<file path="src/rtl/ps2_host_tx_if.sv">
// Host-side command port and PS/2 open-collector line controls for ps2_host_tx.
interface ps2_host_tx_if;
   logic       ps2_clk_in;
   logic       ps2_data_in;
   logic [7:0] tx_data;
   logic       tx_start;
   logic       ps2_clk_oe;
   logic       ps2_data_oe;
   logic       busy;
   logic       tx_done;
   logic       tx_err;

   modport master (
      output ps2_clk_in, ps2_data_in, tx_data, tx_start,
      input  ps2_clk_oe, ps2_data_oe, busy, tx_done, tx_err
   );

   modport slave (
      input  ps2_clk_in, ps2_data_in, tx_data, tx_start,
      output ps2_clk_oe, ps2_data_oe, busy, tx_done, tx_err
   );
endinterface

</file>
<file path="src/rtl/ps2_host_tx.sv">
// PS/2 host-to-device command transmitter: inhibit, request-to-send, 8 data
// bits LSB first, odd parity, stop, then device ACK and bus release.
module ps2_host_tx #(
   parameter int unsigned INHIBIT_CYCLES = 5000,
   parameter int unsigned TIMEOUT_CYCLES = 750000
) (
   input  logic          clk,
   input  logic          rst,
   ps2_host_tx_if.slave  bus
);

   localparam int unsigned MAX_CNT = (TIMEOUT_CYCLES > INHIBIT_CYCLES) ? TIMEOUT_CYCLES : INHIBIT_CYCLES;
   localparam int unsigned CNT_W   = $clog2(MAX_CNT + 1);
   localparam int unsigned BIT_W   = 4;

   typedef enum logic [3:0] {
      IDLE, INHIBIT, REQ, BITS, STOP, ACK_WAIT, REL_WAIT, DONE, ERR
   } state_t;

   state_t             state_q, state_d;
   logic [CNT_W-1:0]   cnt_q, cnt_d;
   logic [BIT_W-1:0]   bit_cnt_q, bit_cnt_d;
   logic [7:0]         data_q, data_d;
   logic               parity_q, parity_d;
   logic               clk_oe_q, clk_oe_d;
   logic               data_oe_q, data_oe_d;
   logic               busy_q, busy_d;
   logic               done_q, done_d;
   logic               err_q, err_d;

   logic               clk_s1_q, clk_s2_q, clk_prev_q;
   logic               dat_s1_q, dat_s2_q;
   logic               fe_c;
   logic               timeout_c;

   // Line synchronisers; reset to the idle-high bus level so no edge appears after reset.
   always_ff @(posedge clk or negedge rst) begin
      if (!rst) begin
         clk_s1_q   <= 1'b1;
         clk_s2_q   <= 1'b1;
         clk_prev_q <= 1'b1;
         dat_s1_q   <= 1'b1;
         dat_s2_q   <= 1'b1;
      end else begin
         clk_s1_q   <= bus.ps2_clk_in;
         clk_s2_q   <= clk_s1_q;
         clk_prev_q <= clk_s2_q;
         dat_s1_q   <= bus.ps2_data_in;
         dat_s2_q   <= dat_s1_q;
      end
   end

   assign fe_c      = clk_prev_q & ~clk_s2_q;
   assign timeout_c = (cnt_q == CNT_W'(TIMEOUT_CYCLES - 1));

   always_ff @(posedge clk or negedge rst) begin
      if (!rst) begin
         state_q   <= IDLE;
         cnt_q     <= '0;
         bit_cnt_q <= '0;
         data_q    <= '0;
         parity_q  <= 1'b0;
         clk_oe_q  <= 1'b0;
         data_oe_q <= 1'b0;
         busy_q    <= 1'b0;
         done_q    <= 1'b0;
         err_q     <= 1'b0;
      end else begin
         state_q   <= state_d;
         cnt_q     <= cnt_d;
         bit_cnt_q <= bit_cnt_d;
         data_q    <= data_d;
         parity_q  <= parity_d;
         clk_oe_q  <= clk_oe_d;
         data_oe_q <= data_oe_d;
         busy_q    <= busy_d;
         done_q    <= done_d;
         err_q     <= err_d;
      end
   end

   // Next state; line drives are computed from the next state so the outputs stay registered.
   always_comb begin
      state_d   = state_q;
      cnt_d     = cnt_q;
      bit_cnt_d = bit_cnt_q;
      data_d    = data_q;
      parity_d  = parity_q;
      data_oe_d = data_oe_q;

      case (state_q)
         IDLE: begin
            cnt_d     = '0;
            bit_cnt_d = '0;
            if (bus.tx_start) begin
               data_d   = bus.tx_data;
               parity_d = ~^bus.tx_data;
               state_d  = INHIBIT;
            end
         end
         INHIBIT: begin
            data_oe_d = 1'b0;
            if (cnt_q == CNT_W'(INHIBIT_CYCLES - 1)) begin
               cnt_d     = '0;
               data_oe_d = 1'b1;
               state_d   = REQ;
            end else begin
               cnt_d = cnt_q + CNT_W'(1);
            end
         end
         REQ: begin
            data_oe_d = 1'b1;
            cnt_d     = '0;
            state_d   = BITS;
         end
         BITS: begin
            if (fe_c) begin
               cnt_d = '0;
               if (bit_cnt_q == BIT_W'(8)) begin
                  data_oe_d = ~parity_q;
                  state_d   = STOP;
               end else begin
                  data_oe_d = ~data_q[bit_cnt_q[2:0]];
                  bit_cnt_d = bit_cnt_q + BIT_W'(1);
               end
            end else if (timeout_c) begin
               state_d = ERR;
            end else begin
               cnt_d = cnt_q + CNT_W'(1);
            end
         end
         STOP: begin
            if (fe_c) begin
               cnt_d     = '0;
               data_oe_d = 1'b0;
               state_d   = ACK_WAIT;
            end else if (timeout_c) begin
               state_d = ERR;
            end else begin
               cnt_d = cnt_q + CNT_W'(1);
            end
         end
         ACK_WAIT: begin
            if (fe_c) begin
               cnt_d   = '0;
               state_d = dat_s2_q ? ERR : REL_WAIT;
            end else if (timeout_c) begin
               state_d = ERR;
            end else begin
               cnt_d = cnt_q + CNT_W'(1);
            end
         end
         REL_WAIT: begin
            if (clk_s2_q && dat_s2_q) begin
               state_d = DONE;
            end else if (timeout_c) begin
               state_d = ERR;
            end else begin
               cnt_d = cnt_q + CNT_W'(1);
            end
         end
         DONE:    state_d = IDLE;
         ERR:     state_d = IDLE;
         default: state_d = IDLE;
      endcase

      if (state_d == IDLE || state_d == DONE || state_d == ERR) begin
         data_oe_d = 1'b0;
      end
      clk_oe_d = (state_d == INHIBIT) || (state_d == REQ);
      busy_d   = !(state_d == IDLE || state_d == DONE || state_d == ERR);
      done_d   = (state_d == DONE);
      err_d    = (state_d == ERR);
   end

   assign bus.ps2_clk_oe  = clk_oe_q;
   assign bus.ps2_data_oe = data_oe_q;
   assign bus.busy        = busy_q;
   assign bus.tx_done     = done_q;
   assign bus.tx_err      = err_q;

endmodule
</file>
<file path="src/flat_wrapper.sv">
// flat-port wrapper written by rule: the top's interface ports become plain ports
module ps2_host_tx_flat 
#(
   parameter int unsigned INHIBIT_CYCLES = 5000,
   parameter int unsigned TIMEOUT_CYCLES = 750000
)
  (clk, rst, bus_ps2_clk_in, bus_ps2_data_in, bus_tx_data, bus_tx_start, bus_ps2_clk_oe, bus_ps2_data_oe, bus_busy, bus_tx_done, bus_tx_err);
  ps2_host_tx_if bus_i ();
  input  logic clk;
  input  logic rst;
  input wire logic [$bits(bus_i.ps2_clk_in)-1:0] bus_ps2_clk_in;
  input wire logic [$bits(bus_i.ps2_data_in)-1:0] bus_ps2_data_in;
  input wire logic [$bits(bus_i.tx_data)-1:0] bus_tx_data;
  input wire logic [$bits(bus_i.tx_start)-1:0] bus_tx_start;
  output wire logic [$bits(bus_i.ps2_clk_oe)-1:0] bus_ps2_clk_oe;
  output wire logic [$bits(bus_i.ps2_data_oe)-1:0] bus_ps2_data_oe;
  output wire logic [$bits(bus_i.busy)-1:0] bus_busy;
  output wire logic [$bits(bus_i.tx_done)-1:0] bus_tx_done;
  output wire logic [$bits(bus_i.tx_err)-1:0] bus_tx_err;
  assign bus_i.ps2_clk_in = bus_ps2_clk_in;
  assign bus_i.ps2_data_in = bus_ps2_data_in;
  assign bus_i.tx_data = bus_tx_data;
  assign bus_i.tx_start = bus_tx_start;
  assign bus_ps2_clk_oe = bus_i.ps2_clk_oe;
  assign bus_ps2_data_oe = bus_i.ps2_data_oe;
  assign bus_busy = bus_i.busy;
  assign bus_tx_done = bus_i.tx_done;
  assign bus_tx_err = bus_i.tx_err;
  ps2_host_tx #(.INHIBIT_CYCLES(INHIBIT_CYCLES), .TIMEOUT_CYCLES(TIMEOUT_CYCLES)) u_core (.clk(clk), .rst(rst), .bus(bus_i));
endmodule
</file>
<file path="config.mk">
export PLATFORM = sky130hd
export DESIGN_NAME = ps2_host_tx_flat
export DESIGN_NICKNAME = d
export VERILOG_FILES = /design/src/rtl/ps2_host_tx_if.sv /design/src/rtl/ps2_host_tx.sv /design/src/flat_wrapper.sv
export SDC_FILE = /design/constraint.sdc
export NUM_CORES = 1
export LEC_CHECK = 0
export CORE_ASPECT_RATIO = 1.5
export CORE_MARGIN = 2
export CORE_UTILIZATION = 63
export DETAILED_ROUTE_END_ITERATION = 10
export PLACE_DENSITY = 0.93
export SLEW_MARGIN = 40
export SYNTH_ARGS = -nofsm -noshare
export SYNTH_HDL_FRONTEND = slang
export SYNTH_SLANG_ARGS = --single-unit
</file>
<file path="constraint.sdc">
create_clock -name clk -period 4.3 [get_ports clk]
set_input_delay 0.86 -clock clk [delete_from_list [all_inputs] [get_ports clk]]
set_output_delay 0.86 -clock clk [all_outputs]
set_load 0.1 [all_outputs]
</file>
* Yosys cells after proc, flatten, opt, wreduce, memory -nomap -nowiden
Index checks and enable logic that the tools add are counted.
Widths: inputs -> output; s select.
** Word-level totals
- Register bits :: 47
- Latch bits :: 0
- Memory bits (writable) :: 0
- Memory bits (read-only) :: 0
- Input port bits :: 13
- Output and inout bits :: 5
- Logic and storage cells :: 83
- Memories kept :: 0
** Cells by class
- $add $sub $neg :: 2
- Multiply operators :: 0
- Divide/modulo/power cells :: 0
- Order comparisons :: 1
- Equal/unequal tests :: 18
- Shifts and indexed selects :: 0
- Mux-type cells :: 26
- Bitwise logic cells :: 4
- Reduce and logical (&&, ||, !) cells :: 17
** Operators with widths (count)
- $mux 20 :: 4
- $pmux 20 s4 :: 1
- $mux 4 :: 11
- $pmux 4 s7 :: 1
- $add 20x1->20 const B :: 1
- $eq 20x13->1 const B :: 1
- $eq 20x20->1 const B :: 1
- $eq 4x3->1 const B :: 4
- $eq 4x2->1 const B :: 3
- $eq 4x1->1 const B :: 2
- $eq 4x4->1 const B :: 2
- $logic_not 4->1 :: 2
- $pmux 4 s2 :: 1
- $reduce_xnor 8->1 :: 1
- $mux 1 :: 6
- $ne 3x1->1 const B :: 2
- $reduce_and 3->1 :: 2
- $reduce_bool 5->1 :: 1
- $add 4x1->4 const B :: 1
- $lt 3x4->1 const B :: 1
- $ne 2x2->1 const B :: 2
- $pmux 1 s4 :: 1
- $reduce_and 2->1 :: 2
- $reduce_bool 4->1 :: 1
- other kinds (10) :: 14

* Longest topological paths before layout
Gate-level depths: netlist of the first run.
- Depth in word-level cells :: 9
- Depth in mapped cells :: 9
- Depth with buffers taken out :: 8

* Worst setup path after synthesis of the first run
Ideal clock, no wire load.
- Path kind :: flip-flop to flip-flop
- Start point :: reg u_core.bit_cnt_q[0]
- End point :: reg u_core.data_oe_q, in the netlist u_core.bus.ps2_data_oe
- Library setup time :: 0.130 ns
- Arrival time :: 1.916 ns
- Data required time :: 4.170 ns
- Slack :: 2.254 ns
- Stages on the path, launching flop included :: 10
- Path buffers :: 1
- Period minus slack after synthesis :: 2.046 ns
- Path through :: dfrtp_1 -> clkbuf_1 -> inv_1 -> ha_1 -> nand3b_1 -> nand4_1 -> o311ai_0 -> a211o_1 -> o31a_1 -> a21boi_1
** Between the ends
- Cells in the longest elaborated chain, start to end :: 9
- Elaborated cells on any way between the ends :: 20
- Those cells by class :: 5 x eq/ne; 9 x mux; 1 x bitwise; 5 x reduce/logical
** Ends and longest elaborated chain
- from (decl) :: RTL line ps2_host_tx.sv:22 : logic [BIT_W-1:0] bit_cnt_q, bit_cnt_d;
- from (signal assigned) :: RTL line ps2_host_tx.sv:71 : bit_cnt_q <= bit_cnt_d;
- $eq 4x4->1 * :: RTL line ps2_host_tx.sv:119 : if (bit_cnt_q == BIT_W'(8)) begin
- $mux 4 * :: RTL line ps2_host_tx.sv:119
- $mux 4 * :: RTL line ps2_host_tx.sv:117 : if (fe_c) begin
- $pmux 4 s7 * :: RTL line ps2_host_tx.sv:91 : case (state_q)
- named net u_core.state_d[1] :: RTL line ps2_host_tx.sv:20 : state_t state_q, state_d;
- $eq 4x3->1 or $logic_not 4->1 (tied branches) :: RTL line ps2_host_tx.sv:167 : if (state_d == IDLE || state_d == DONE || state_d == ERR) begin
- $logic_or 1x1->1 :: RTL line ps2_host_tx.sv:167
- $logic_or 1x1->1 * :: RTL line ps2_host_tx.sv:167
- $ne 3x1->1 (no line) or $reduce_bool 5->1 (tied branches)
- $reduce_and 3->1 (no line)
- to (signal assigned) :: RTL line ps2_host_tx.sv:75 : data_oe_q <= data_oe_d;
- to (decl) :: RTL line ps2_host_tx.sv:26 : logic data_oe_q, data_oe_d;
Mark *: on every way through the listed nets, which the timed path passes. The rest lies on a longest branch. The select of a mux whose other input is x is not followed.
A chain may end at the register's enable or synchronous reset.

* Worst setup path after layout of the first run
- Start point :: reg u_core.clk_prev_q
- End point :: reg u_core.cnt_q[9]
** Between the ends
- Cells in the longest elaborated chain, start to end :: 3
** Ends and longest elaborated chain
- from (decl) :: RTL line ps2_host_tx.sv:31 : logic clk_s1_q, clk_s2_q, clk_prev_q;
- from (signal assigned) :: RTL line ps2_host_tx.sv:47 : clk_prev_q <= clk_s2_q;
- $and 1x1->1 :: RTL line ps2_host_tx.sv:53 : assign fe_c = clk_prev_q & ~clk_s2_q;
- $mux 20 :: RTL line ps2_host_tx.sv:144 : if (fe_c) begin
- $pmux 20 s4 :: RTL line ps2_host_tx.sv:91
- to (signal assigned) :: RTL line ps2_host_tx.sv:70 : cnt_q <= cnt_d;
- to (decl) :: RTL line ps2_host_tx.sv:21 : logic [CNT_W-1:0] cnt_q, cnt_d;
Every way passes these cells.

==> results of run 1 <==
-- per-stage QoR --
stage	worst slack, ps	hold slack (ps)	util, %	instances	area (um2)
3_5_place_dp	1750	347	68.2	333	2850
5_1_grt	1600	351	70.6	341	2950
3_3_place_gp	1800	348	68.8	333	2870
2_1_floorplan	2250	345	-	278	2680
4_1_cts	1840	346	70.6	341	2950
6_report	1810	347	70.6	341	2950
-- metal layers --
layer	global-route usage (%)	up-vias	wire length (um)
met1	31.6	1067	2330
met4	14.4	0	239
li1	-	1048	-
met2	51.1	65	3260
met5	0	-	0
met3	4.03	22	222
-- power by group through the flow --
stage / sequential (mW) / clock [mW] / combinational (mW)
finish: 0.449 / 0.287 / 0.0363
global route: 0.449 / 0.305 / 0.0405
CTS: 0.448 / 0.288 / 0.0373
detailed placement: 0.457 / 0 / 0.0372
global placement: 0.457 / 0 / 0.0361
floorplan: 0.456 / 0 / 0.0141
-- cells in the final DEF (no fill, tap or decap), drive strengths merged, types with 5 or more instances in the layout --
cell,instances
o21ai,13
buf,6
xor2,7
xnor2,9
dfrtp,42
a31oi,5
a21oi,7
mux2,8
nor2,25
nor3,12
nand2,26
nor4,5
clkdlybuf4s50,11
nand2b,8
dfstp,5
nand3,6
nor2b,6
nand4,9
clkbuf,6
and2,6
and3,5
inv,8
-- registers in the layout, summed over array words and instances (netlist names) --
signal / cells
u_core.bus.ps2_clk_oe: 1
u_core.clk_prev_q: 1
u_core.dat_s1_q: 1
u_core.bus.busy: 1
u_core.state_q: 4
u_core.bus.ps2_data_oe: 1
u_core.bus.tx_done: 1
u_core.data_q: 8
u_core.cnt_q: 20
u_core.parity_q: 1
u_core.bus.tx_err: 1
u_core.clk_s2_q: 1
u_core.bit_cnt_q: 4
u_core.clk_s1_q: 1
u_core.dat_s2_q: 1
-- critical path, delay by kind of cell (launching register included) --
family,cells,cell delay [ps]
AO/OA/AOI/OAI,3,770
flip-flops,1,550
AND/OR/NAND/NOR,3,1060
-- worst min-delay path by stage --
| stage | endpoint | start |
|---|---|---|
| CTS | u_core.dat_s2_q$_DFF_PN1_ | u_core.dat_s1_q$_DFF_PN1_ |
| global route | u_core.dat_s2_q$_DFF_PN1_ | u_core.dat_s1_q$_DFF_PN1_ |
| finish | u_core.dat_s2_q$_DFF_PN1_ | u_core.dat_s1_q$_DFF_PN1_ |
| detailed placement | u_core.dat_s2_q$_DFF_PN1_ | u_core.dat_s1_q$_DFF_PN1_ |
| global placement | u_core.dat_s2_q$_DFF_PN1_ | u_core.dat_s1_q$_DFF_PN1_ |
| floorplan | u_core.clk_s2_q$_DFF_PN1_ | u_core.clk_s1_q$_DFF_PN1_ |
-- kinds of logic after synthesis --
kind of cell | after synthesis | share of synthesized area, %
AO/OA/AOI/OAI | 60 | 15.6
XOR/XNOR | 16 | 5.23
adder cells (fa/ha/maj) | 3 | 1.40
buffers and inverters | 16 | 2.38
flip-flops | 47 | 44.1
multiplexers | 13 | 5.69
AND/OR/NAND/NOR | 123 | 25.6
-- area by class of cell --
type,instances,area (um2)
clock buffer,6,82.6
clock inverter,2,16.3
fill,310,1230
inverter,8,30.0
multi-input combinational,215,1440
sequential,47,1180
tap,46,57.6
timing repair buffer,17,143
==> PnR_summary.wiki, run 1 <==
{| class="wikitable"
! Metric !! Value
|-
| Most frequently used flop master after synthesis || sky130_fd_sc_hd__dfrtp_1
|-
| Worst Hold Path Cells || 0
|-
| Data arrival time at the worst-slack endpoint || 2680 ps
|-
| TritonCTS Buffers || 5
|-
| Count of unresolved DRC violations after routing || 0
|-
| Peak supply drop || 0.258 mV
|-
| Result of the run || complete, no violations
|-
| Reg2Reg Capture Point || u_core.cnt_q[9]$_DFFE_PN0P_
|-
| Worst min path class || reg -> reg
|-
| Critical path's largest stage delay || 550 ps
|-
| Total iterations of the first detailed-routing run || 5
|-
| Switch share || 22.9%
|-
| Synth area leader || sky130_fd_sc_hd__dfrtp_1
|-
| Wire length of the first global-routing pass || 10700 um
|-
| Clk sinks || 47
|-
| Setup violators final || 0
|-
| CTS H-tree lvls || 2
|-
| Final routed wirelength across all metal layers || 6060 um
|-
| RSZ-0062 raised after global routing || false
|-
| Count of input and output buffers || 17
|-
| Synth top area cells || sky130_fd_sc_hd__dfrtp_1 39%, sky130_fd_sc_hd__dfstp_2 4.9%, sky130_fd_sc_hd__nand2_1 3.5%
|-
| Nets in the synthesized netlist || 294
|-
| Source of the worst register-to-register timing path || u_core.clk_prev_q$_DFF_PN1_
|-
| Count of yosys warnings during synthesis || 0
|-
| Sw power || 177 uW
|-
| Depth of the most critical reg-to-reg path || 6
|-
| Final count of hold timing violations || 0
|-
| Final Max Slew Viols || 0
|-
| Master of the slowest instance on the critical path || sky130_fd_sc_hd__dfstp_2
|-
| Cell chain of the critical path || nor2b_1 > o2bb2ai_1 > o21ai_1 > and2_1 > nor2_1 > a32o_1
|-
| Crit-path max FO || 11
|-
| FF-to-FF setup slack || 1810 ps
|-
| Final min period || 2490 ps
|-
| Vias in the first global route || 2337
|-
| Capturing instance or port of the critical path || u_core.cnt_q[9]$_DFFE_PN0P_
|-
| Drt first-iter violations || 98
|-
| Most frequent cell after synthesis || sky130_fd_sc_hd__dfrtp_1
|-
| Total power || 772 uW
|-
| Initial antenna violation count || 0
|-
| Ant. Diodes || 0
|-
| Final Wtd Congestion || 0.936
|-
| Cell-internal power || 595 uW
|-
| Fraction of post-synthesis cell area in the top cell type by area || 39.2%
|-
| HPWL after detailed placement || 4470 um
|-
| Synthesized instance count || 278
|-
| Total gr overflow || 0
|-
| Die area || 4800 um2
|-
| Fraction of the yosys area taken by sequential cells || 44.1%
|-
| Leak Pwr || 1.24 nW
|-
| Area grow syn2layout || 9.89%
|-
| Fraction of power consumed by combinational cells || 4.7%
|-
| Kind of critical path || reg -> reg
|-
| Peak clock frequency supported by timing || 401 MHz
|-
| Post CTS Setup Buffer Count || 0
|-
| Final cycle utilization of the critical path || 58.0%
|-
| Clock share of power || 37.2%
|-
| Vias || 2202
|-
| Worst skew pair latency || 310 ps
|-
| Post-cts resize count || 0
|-
| Summed instance area of the synthesized netlist || 2680 um2
|-
| Fraction of registers with async set or reset after synthesis || 100%
|-
| Yosys cell types || 61
|-
| Height of the chip || 83.9 um
|-
| Die Wd || 57.3 um
|-
| Layout cell share with drive strength beyond 1 || 11.9%
|-
| Number of synthesized register bits || 47
|-
| Startpoint type of the worst setup path || register
|-
| Pin count of the biggest net entering global routing || 48
|-
| Slew of the pin with the lowest slew margin || 687 ps
|-
| Power per unit of standard cell area || 262 nW/um2
|-
| EDFF count, synth || 0
|-
| Clock tree buffer depth || 2
|-
| Most frequent cells after synthesis || 42 x sky130_fd_sc_hd__dfrtp_1, 25 x sky130_fd_sc_hd__nand2_1, 25 x sky130_fd_sc_hd__nor2_1
|-
| Maximum clock skew at final layout || 16.9 ps
|-
| CTS Root Buffer Type || sky130_fd_sc_hd__clkbuf_8
|-
| Rows || 29
|-
| Clock-pin slew on the worst setup and hold paths || 90 ps
|-
| Total track usage || 28.4%
|-
| Rel. slew slack || 54.0%
|-
| Endpoint required time on the critical path || 4490 ps
|-
| Category of the worst setup path capture point || register
|-
| Via density per instance || 6.46
|-
| Floorplan core area || 4170 um2
|-
| Number of I/O pins || 18
|-
| TritonCTS clock tree || built
|-
| Fin nets || 310
|-
| Hold buffers post-CTS || 0
|-
| Worst setup startpoint || u_core.clk_prev_q$_DFF_PN1_
|-
| Accumulated negative setup slack || 0 ps
|-
| Part of the total power dissipated in sequential elements || 58.1%
|-
| Average cell area after synthesis || 9.65 um2
|-
| Starting Density || 64.3%
|-
| Average wire per cell in the routed design || 17.8 um
|-
| Post-route ant nets || 0
|-
| Number of maximum-capacitance constraint violations || 0
|}
(Power assumes the default switching activity.)
==> run 2: changes to the inputs <==
Settings changed: CORE_UTILIZATION 63 to 53, PLACE_DENSITY 0.93 to 0.85.
Clock period 4.3 ns to 2.2 ns, I/O delays scaled along.
==> run 2 against run 1 <==
  * Worst hold slack got worse by 210 ps
  * Setup slack worse by 1700 ps
  * Global-route usage down 4.2 points
  * Combinational power up 100%
  * Clock power rose by 98%
  * Non-clock buffer count increased by 24
  * Fmax grew 16%
  * Sequential share of layout area fell by 2.9 points
  * Count of clock-buffer cells in the layout unchanged
  * Sequential cell count did not move
  * Register-to-register slack lost 1700 ps
  * Largest cell class unchanged
  * Largest power group unchanged
==> PnR_summary.wiki, run 2 (synthesized netlist as in run 1, its figures left out) <==
{| class="wikitable"
! Metric !! Value
|-
| Endpoint required time on the critical path || 2390 ps (-2100 ps)
|-
| Post-route ant nets || 0 (unchanged)
|-
| Count of unresolved DRC violations after routing || 0 (unchanged)
|-
| Initial antenna violation count || 0 (unchanged)
|-
| Final min period || 2140 ps (-352 ps)
|-
| Data arrival time at the worst-slack endpoint || 2330 ps (-350 ps)
|-
| Accumulated negative setup slack || 0 ps (unchanged)
|-
| Pin count of the biggest net entering global routing || 30 (-38%)
|-
| TritonCTS Buffers || 5 (unchanged)
|-
| Cell chain of the critical path || nor4b_2 > nand4_1 > or2_1 > a221o_1 > o31a_1 > a21boi_1
|-
| Commonest cells after routing, fill and taps aside || 39 x sky130_fd_sc_hd__dfrtp_1, 29 x sky130_fd_sc_hd__buf_4, 25 x sky130_fd_sc_hd__nand2_1, 25 x sky130_fd_sc_hd__nor2_1
|-
| Rows || 31 (+6.9%)
|-
| Peak clock frequency supported by timing || 467 MHz (+16%)
|-
| Clk sinks || 47 (unchanged)
|-
| Worst skew pair latency || 310 ps (about the same)
|-
| Drt first-iter violations || 128 (+31%)
|-
| Area occupied by multi-input gates || 1460 um2 (+1.6%)
|-
| Crit-path max FO || 6 (-5)
|-
| Register name with the most flops || u_core.cnt_q
|-
| CTS Root Buffer Type || sky130_fd_sc_hd__clkbuf_8
|-
| Height of the chip || 91.1 um (+8.6%)
|-
| Starting Density || 55.3% (-9.0 points)
|-
| Count of input and output buffers || 17 (unchanged)
|-
| Worst hold-check slack || 135 ps (-212 ps)
|-
| Total buffers and inverters traversed by the critical path || 0 (unchanged)
|-
| Die Wd || 62.1 um (+8.4%)
|-
| Layout cell share with drive strength beyond 1 || 21.0% (+9.1 points)
|-
| CTS H-tree lvls || 2 (unchanged)
|-
| Setup violators final || 0 (unchanged)
|-
| Critical path's largest stage delay || 470 ps (-80 ps)
|-
| Largest registers || u_core.cnt_q: 20 flops, u_core.data_q: 8 flops
|-
| Vias || 2330 (+5.8%)
|-
| Maximum clock skew at final layout || 8.49 ps (-8.45 ps)
|-
| Ant. Diodes || 0 (unchanged)
|-
| Total track usage || 24.2% (-4.2 points)
|-
| Largest delay share family, worst path || compound AO/OA/AOI/OAI gates
|-
| Most frequent standard cell in the layout excluding fill and tap cells || sky130_fd_sc_hd__dfrtp_1
|-
| Startpoint type of the worst setup path || register
|-
| Result of the run || complete, no violations
|-
| Floorplan core area || 4850 um2 (+16%)
|-
| Count of fill cells added during filler insertion || 381 (+23%)
|-
| HPWL after detailed placement || 4790 um (+7.1%)
|-
| Master of the slowest instance on the critical path || sky130_fd_sc_hd__dfrtp_2
|-
| Final Max Slew Viols || 0 (unchanged)
|-
| Vias in the first global route || 2266 (-3.0%)
|-
| Clock-pin slew on the worst setup and hold paths || 90 ps (about the same)
|-
| Number of maximum-capacitance constraint violations || 0 (unchanged)
|-
| Average wire per cell in the routed design || 16.7 um (-5.9%)
|-
| Via density per instance || 6.05 (-6.3%)
|-
| Rel. slew slack || 57.7% (+3.7 points)
|-
| Die area || 5660 um2 (+18%)
|-
| Total iterations of the first detailed-routing run || 5 (unchanged)
|-
| Category of the worst setup path capture point || register
|-
| Storage cell area || 1190 um2 (+0.32%)
|-
| Final routed wirelength across all metal layers || 6430 um (+6.2%)
|-
| Leak Pwr || 1.36 nW (+9.7%)
|-
| Final cycle utilization of the critical path || 97.3% (+39 points)
|-
| Max reg flops || 20 (unchanged)
|-
| Worst min path class || in -> async
|-
| Area grow syn2layout || 18.9%
|-
| Kind of critical path || reg -> reg
|-
| Number of I/O pins || 18 (unchanged)
|-
| Clock tree buffer depth || 2 (unchanged)
|-
| Wire length of the first global-routing pass || 10300 um (-3.9%)
|-
| Power per unit of standard cell area || 476 nW/um2 (+82%)
|-
| Total cell area at the placement stage || 3030 um2 (+6.5%)
|-
| Peak supply drop || 0.378 mV (+46%)
|-
| Hold buffers post-CTS || 0 (unchanged)
|-
| Final Wtd Congestion || 0.957 (+2.1%)
|-
| RSZ-0062 raised after global routing || true
|-
| Fin nets || 334 (+7.7%)
|-
| Post-route cell area || 3190 um2 (+8.2%)
|-
| Total gr overflow || 0 (unchanged)
|-
| Final count of hold timing violations || 0 (unchanged)
|-
| Slew of the pin with the lowest slew margin || 635 ps (-52.6 ps)
|-
| TritonCTS clock tree || built
|}
==> run 2: changes by cell type in the layout (fill, tap and decap cells not counted), sizes merged <==
cell,delta
buf,+24
==> run 2: cell type report <==
type	count	area share, %
Multi-Input combinational cell	215	45.7
Sequential cell	47	37.2
Timing Repair Buffer	41	10.4
Clock buffer	6	2.59
Tap cell	66	2.59
Inverter	8	0.942
Clock inverter	2	0.510
==> run 2: through the flow <==
step           util (%)  setup slack [ps]  cells  total power, mW
2_1_floorplan         -               154    278            0.919
3_3_place_gp       62.6              94.8    373            0.966
3_5_place_dp       62.6              34.9    373            0.968
4_1_cts            64.6              6.96    381             1.54
5_1_grt            65.8             -24.3    385             1.58
6_report           65.8              59.7    385             1.52
==> run 2: power by group <==
group / internal, mW / switching (mW) / total (mW)
sequential: 0.872 / 0.00479 / 0.876
clock: 0.257 / 0.311 / 0.567
combinational: 0.0368 / 0.0371 / 0.0739
total: 1.17 / 0.352 / 1.52
==> run 2: worst paths after layout <==
kind	start	to	slack [ps]	depth (start not counted)
worst max-delay path	u_core.cnt_q[3]$_DFFE_PN0P_	u_core.bus.ps2_data_oe$_DFFE_PN0P_	60	6
worst min-delay path	rst	u_core.data_q[0]$_DFFE_PN0P_	140	1
worst max register to register	u_core.cnt_q[3]$_DFFE_PN0P_	u_core.bus.ps2_data_oe$_DFFE_PN0P_	60	6
worst min register to register	u_core.dat_s1_q$_DFF_PN1_	u_core.dat_s2_q$_DFF_PN1_	360	0
max in group asynchronous	rst	u_core.dat_s1_q$_DFF_PN1_	1390	2
min in group clk	u_core.dat_s1_q$_DFF_PN1_	u_core.dat_s2_q$_DFF_PN1_	360	0
==> run 2: repair_timing <==
item | CTS | global route
resized for setup | 0 | 9
setup endpoints to repair | 0 | 17
buffers inserted | 0 | 4
==> run 2: per-layer routing <==
layer | wire (um) | track usage (%) | vias to the layer above
met3 | 254 | 3.99 | 23
met1 | 2360 | 25.9 | 1124
met4 | 301 | 14.5 | 0
met2 | 3520 | 41.7 | 88
met5 | 0 | 0 | -
li1 | - | - | 1095
